[src/rtl/seg_pkg.sv]
// Shared constants for the seven-segment scan driver: digit count, blank
// pattern, segment bit positions and the active-low hex glyph table.
package seg_pkg;

  localparam int NDIG = 8;
  localparam logic [7:0] SEG_BLANK = 8'hFF;

  localparam int SEG_A  = 0;
  localparam int SEG_B  = 1;
  localparam int SEG_C  = 2;
  localparam int SEG_D  = 3;
  localparam int SEG_E  = 4;
  localparam int SEG_F  = 5;
  localparam int SEG_G  = 6;
  localparam int SEG_DP = 7;

  // Active-low glyphs, bit7 (dp) held off.
  localparam logic [7:0] HEX_SEG [16] = '{
    8'hC0, 8'hF9, 8'hA4, 8'hB0, 8'h99, 8'h92, 8'h82, 8'hF8,
    8'h80, 8'h90, 8'h88, 8'h83, 8'hC6, 8'hA1, 8'h86, 8'h8E
  };

endpackage

[src/rtl/seg_scan_driver_hex7seg.sv]
// Combinational nibble to active-low a..g pattern decoder.
module hex7seg
  import seg_pkg::*;
(
  input  logic [3:0] nibble,
  output logic [6:0] pattern
);

  logic [7:0] code;

  always_comb begin
    code    = HEX_SEG[nibble];
    pattern = code[SEG_G:SEG_A];
  end

endmodule

[src/rtl/seg_scan_driver.sv]
// Time-multiplexed 8-digit seven-segment driver. The displayed word is
// latched once per frame so a frame never mixes nibbles from two words.
module seg_scan_driver
  import seg_pkg::*;
#(
  parameter logic [15:0] PRESCALE = 16'd50000,
  parameter logic [15:0] GAP      = 16'd500
) (
  input  logic        clk,
  input  logic        rst,
  input  logic [31:0] value,
  input  logic [7:0]  dp,
  input  logic        blank_en,
  output logic [7:0]  anode,
  output logic [7:0]  segment,
  output logic        frame_done
);

  logic [15:0] cnt;
  logic [2:0]  idx;
  logic [31:0] value_s;
  logic [7:0]  dp_s;
  logic        blank_en_s;
  logic        slot_end;
  logic        frame_end;
  logic [7:0]  blank_mask;
  logic        nz_above;
  logic [3:0]  nibble;
  logic [6:0]  pattern;
  logic [7:0]  anode_on;

  assign slot_end  = (cnt == PRESCALE - 16'd1);
  assign frame_end = slot_end && (idx == 3'(NDIG - 1));

  always_ff @(posedge clk or negedge rst) begin
    if (!rst) begin
      cnt <= '0;
      idx <= '0;
    end else if (slot_end) begin
      cnt <= '0;
      idx <= idx + 3'd1;
    end else begin
      cnt <= cnt + 16'd1;
    end
  end

  // Shadow registers only load at the very last cycle of digit 7.
  always_ff @(posedge clk or negedge rst) begin
    if (!rst) begin
      value_s    <= '0;
      dp_s       <= '0;
      blank_en_s <= 1'b0;
    end else if (frame_end) begin
      value_s    <= value;
      dp_s       <= dp;
      blank_en_s <= blank_en;
    end
  end

  // Walk from the top digit down; a digit is blanked while everything at
  // and above it is still zero. Digit 0 always shows.
  always_comb begin
    nz_above   = 1'b0;
    blank_mask = '0;
    for (int i = NDIG - 1; i >= 0; i--) begin
      nz_above      = nz_above | (|value_s[4*i +: 4]);
      blank_mask[i] = blank_en_s & ~nz_above & (i != 0);
    end
  end

  assign nibble   = value_s[{idx, 2'b00} +: 4];
  assign anode_on = ~(8'h01 << idx);

  hex7seg u_hex7seg (
    .nibble  (nibble),
    .pattern (pattern)
  );

  always_ff @(posedge clk or negedge rst) begin
    if (!rst) begin
      anode      <= 8'hFF;
      segment    <= SEG_BLANK;
      frame_done <= 1'b0;
    end else begin
      frame_done <= frame_end;
      anode      <= (cnt >= GAP) ? anode_on : 8'hFF;
      segment    <= blank_mask[idx] ? SEG_BLANK : {~dp_s[idx], pattern};
    end
  end

endmodule
[config.mk]
export PLATFORM = sky130hd
export DESIGN_NAME = seg_scan_driver
export DESIGN_NICKNAME = d
export VERILOG_FILES = /design/src/rtl/seg_pkg.sv /design/src/rtl/seg_scan_driver_hex7seg.sv /design/src/rtl/seg_scan_driver.sv
export SDC_FILE = /design/constraint.sdc
export NUM_CORES = 1
export LEC_CHECK = 0
export BUFFER_PORTS_ARGS = -buffer_cell sky130_fd_sc_hd__buf_2
export CAP_MARGIN = 20
export CORE_ASPECT_RATIO = 0.7
export CORE_MARGIN = 1
export CORE_UTILIZATION = 45
export CTS_CLUSTER_DIAMETER = 120
export CTS_CLUSTER_SIZE = 14
export DETAILED_ROUTE_END_ITERATION = 10
export HOLD_SLACK_MARGIN = 0.15
export PLACE_DENSITY = 0.71
export SYNTH_ARGS = -nofsm -noshare
export SYNTH_HDL_FRONTEND = slang
export SYNTH_SLANG_ARGS = --single-unit
[constraint.sdc]
create_clock -name clk -period 2.6 [get_ports clk]
set_input_delay 0 -clock clk [delete_from_list [all_inputs] [get_ports clk]]
set_output_delay 0 -clock clk [all_outputs]
set_load 0.02 [all_outputs]
==> results.toml <==
[critical_path]
reg2reg_depth = 8
cpMostUsedCell = "nand2_1"
end_kind = "register"
crit_path_end = "segment[1]"
cp_slowest_stage_delay_ns = 0.59
path_cells = "mux4_2 -> nand2_1 -> nand2_1 -> inv_1 -> ha_1 -> and2_1 -> nor2_1 -> o221ai_1"
ff2ff_setup_slack_ns = 0.30
crit_slowest_cell = "dfrtp_1"
critPathRequiredTime_ns = 2.83
arrival_ns = 2.52
reg2reg_from = "idx[0]"
worstPathMaxFanout = 9
timing.rr.end = "segment[1]"
critPathKind = "register to register"
crit_start = "idx[0]"
startpoint_type = "register"

[cts]
clockRootBuffer = "clkbuf_16"
clock_sinks = 77
cts_made_buffers = 9
cts_setup_buffers = 0
clkLatencyLatePin_ns = 0.33
cts_tree = "done"
cts_resized = 0
clk_pin_slew_ns = 0.06
htreeDepth = 3
clock_path_buffers = 2

[power]
power_density_nw_per_um2 = 534
peakVddDrop_mv = 0.481
swShare_pct = 19.5
p_switching_uw = 501
p_seq_share_pct = 46.8
comb_power_share_pct = 4.1
p_int_mw = 2.06
power_leakage_nw = 2.14
clockPowerShare_pct = 49.1

[floorplan]
die_w_um = 110
rows = 27
die_h_um = 77.9
die-area_um2 = 8610
initial_core_util_pct = 46.9
core_area_um2 = 7910
pin_count = 60

[sta]
rsz0062_at_grt = "no"
min_period_over_period_pct = 88.3
maxSlewHeadroom_pct = 59.7
fmaxAchievable_mhz = 435
skew_ns = 0.00486
setup_viol = 0
drv_slew = 0
setup_tns_ns = 0
layout_setup_ws_ns = 0.304
timing.final.crit_period_ns = 2.30
hold_viol_final = 0
worst_pin_slew_ns = 0.605

[finish]
fin_nets = 534
syn_to_final_growth_pct = 29.5
drive_above_1_share_pct = 23.7
n_antenna_cell = 0

[outcome]
run_status = "finished, final reports clean"

[logic_synthesis]
synthTopCellsByCount = "150 x nand2_1, 61 x dfrtp_1, 16 x dfstp_2, 16 x nor2_1, 14 x ha_1"
syn-instance-count = 373
synthDistinctLibCells = 37
synth_nets = 430
ys_warn_count = 0
avgSynthCellArea_um2 = 9.94
synth_edf_count = 0
synth_top_area_share_pct = 41.2
yosysMostFrequentCell = "nand2_1"
synthFlopType = "dfrtp_1"
synth.cell_area_um2 = 3710
ys_seq_area_share_pct = 52.5
synth_area_leaders = "dfrtp_1 41%, nand2_1 15%, dfstp_2 11%, mux4_2 6.1%, ha_1 4.7%"
ys_ff_latch = 77
yosys.area.top_type = "dfrtp_1"
synth-async-reset-ratio_pct = 100

[detailed_routing]
ant_nets = 0
wl_um = 8440
drt-wirelength-per-cell_um = 14.5
vias_per_cell = 5.14
drtPass1Iterations = 4
drc = 0
first_iter_violations = 196
via_count = 2994

[global_route]
antenna_found_initial = 0
grt_max_degree = 42
grt_pass1_vias = 2861
grt_pass1_wl_um = 13900
grt_usage_pct = 20.9
grt_overflow = 0

[placed_design]
routabilityCongestion = 0.851
place_ws_ns = 0.324
place_hpwl_um = 5780
portBuffers = 59

[flow_run]
cap_violations = 0

[worst_hold_path]
hold_path_class = "input port to async pin"
[flip-flops by register name, indices dropped and copies added (netlist names)]
signal / count
value_s: 32
cnt: 16
anode: 8
dp_s: 8
segment: 8
idx: 3
blank_en_s: 1
frame_done: 1
[routing by layer]
layer  vias to the layer above  track usage, %  wire, µm
met5                         -               0         0
met4                         0            6.80        79
met1                      1455            30.3      4120
met3                         7            6.25       581
met2                        99            30.1      3660
li1                       1433               -         -
[layout by cell type, fill, tap and decap left out, types with 10 or more instances in the layout]
cell,count
buf_2,59
dfrtp_1,61
dfstp_2,16
dlygate4sd3_1,42
ha_1,14
mux4_2,10
nand2_1,150
nor2_1,16
nor4_1,10
[cell families after synthesis]
group                    count (synthesis)  share of synthesized area, %
XOR/XNOR                                13                          3.07
buffers and inverters                   25                          4.12
flip-flops                              77                          52.5
multiplexers                            15                          7.56
AO/OA/AOI/OAI                           24                          4.15
adder cells (fa/ha/maj)                 14                          4.73
AND/OR/NAND/NOR                        205                          23.8
[power by group through the flow]
stage	Combinational, mW	Sequential, mW	Clock (mW)
2_1_floorplan	0.000700	1.22	0
3_3_place_gp	0.0590	1.22	0
3_5_place_dp	0.0587	1.22	0
4_1_cts	0.107	1.20	1.28
5_1_grt	0.117	1.20	1.34
6_report	0.105	1.20	1.26
[critical path: cells and delay by family, from the launching register on]
kind	cells	cell delay (ns)
AO/OA/AOI/OAI	1	0.12
AND/OR/NAND/NOR	4	0.52
buffers and inverters	1	0.16
multiplexers	1	0.56
adder cells (fa/ha/maj)	1	0.24
flip-flops	1	0.59
[through the flow]
step                      cell area (µm²)  util, %  hold slack [ns]  power [mW]  std cells
after floorplan                      3710        -           -0.296        1.22        373
after global placement               4080     51.6           0.0434        1.28        525
after detailed placement             4080     51.6           0.0508        1.28        525
after CTS                            4800     60.7            0.229        2.59        583
after global routing                 4800     60.7            0.286        2.65        583
final                                4800     60.7            0.214        2.56        583
[worst min-delay path by stage]
stage,from,end,depth (start not counted)
global placement,rst,dp_s[2],1
detailed placement,rst,dp_s[2],1
finish,rst,cnt[0],2
floorplan,rst,blank_en_s,0
global route,rst,cnt[0],2
CTS,rst,cnt[0],2
[final cells by class]
cell class | instances | area [µm²]
Fill cell | 679 | 3110
Sequential cell | 77 | 1950
Multi-Input combinational cell | 271 | 1610
Timing Repair Buffer | 109 | 788
Clock buffer | 15 | 268
Tap cell | 101 | 126
Inverter | 9 | 33.8
Clock inverter | 1 | 30.0
[what timing repair did]
action / CTS / global route
hold buffers: 42 / 0
endpoints found under the setup margin: 0 / 0
hold endpoints to repair: 67 / 0
Note: power is estimated with default switching activity, not from simulation.
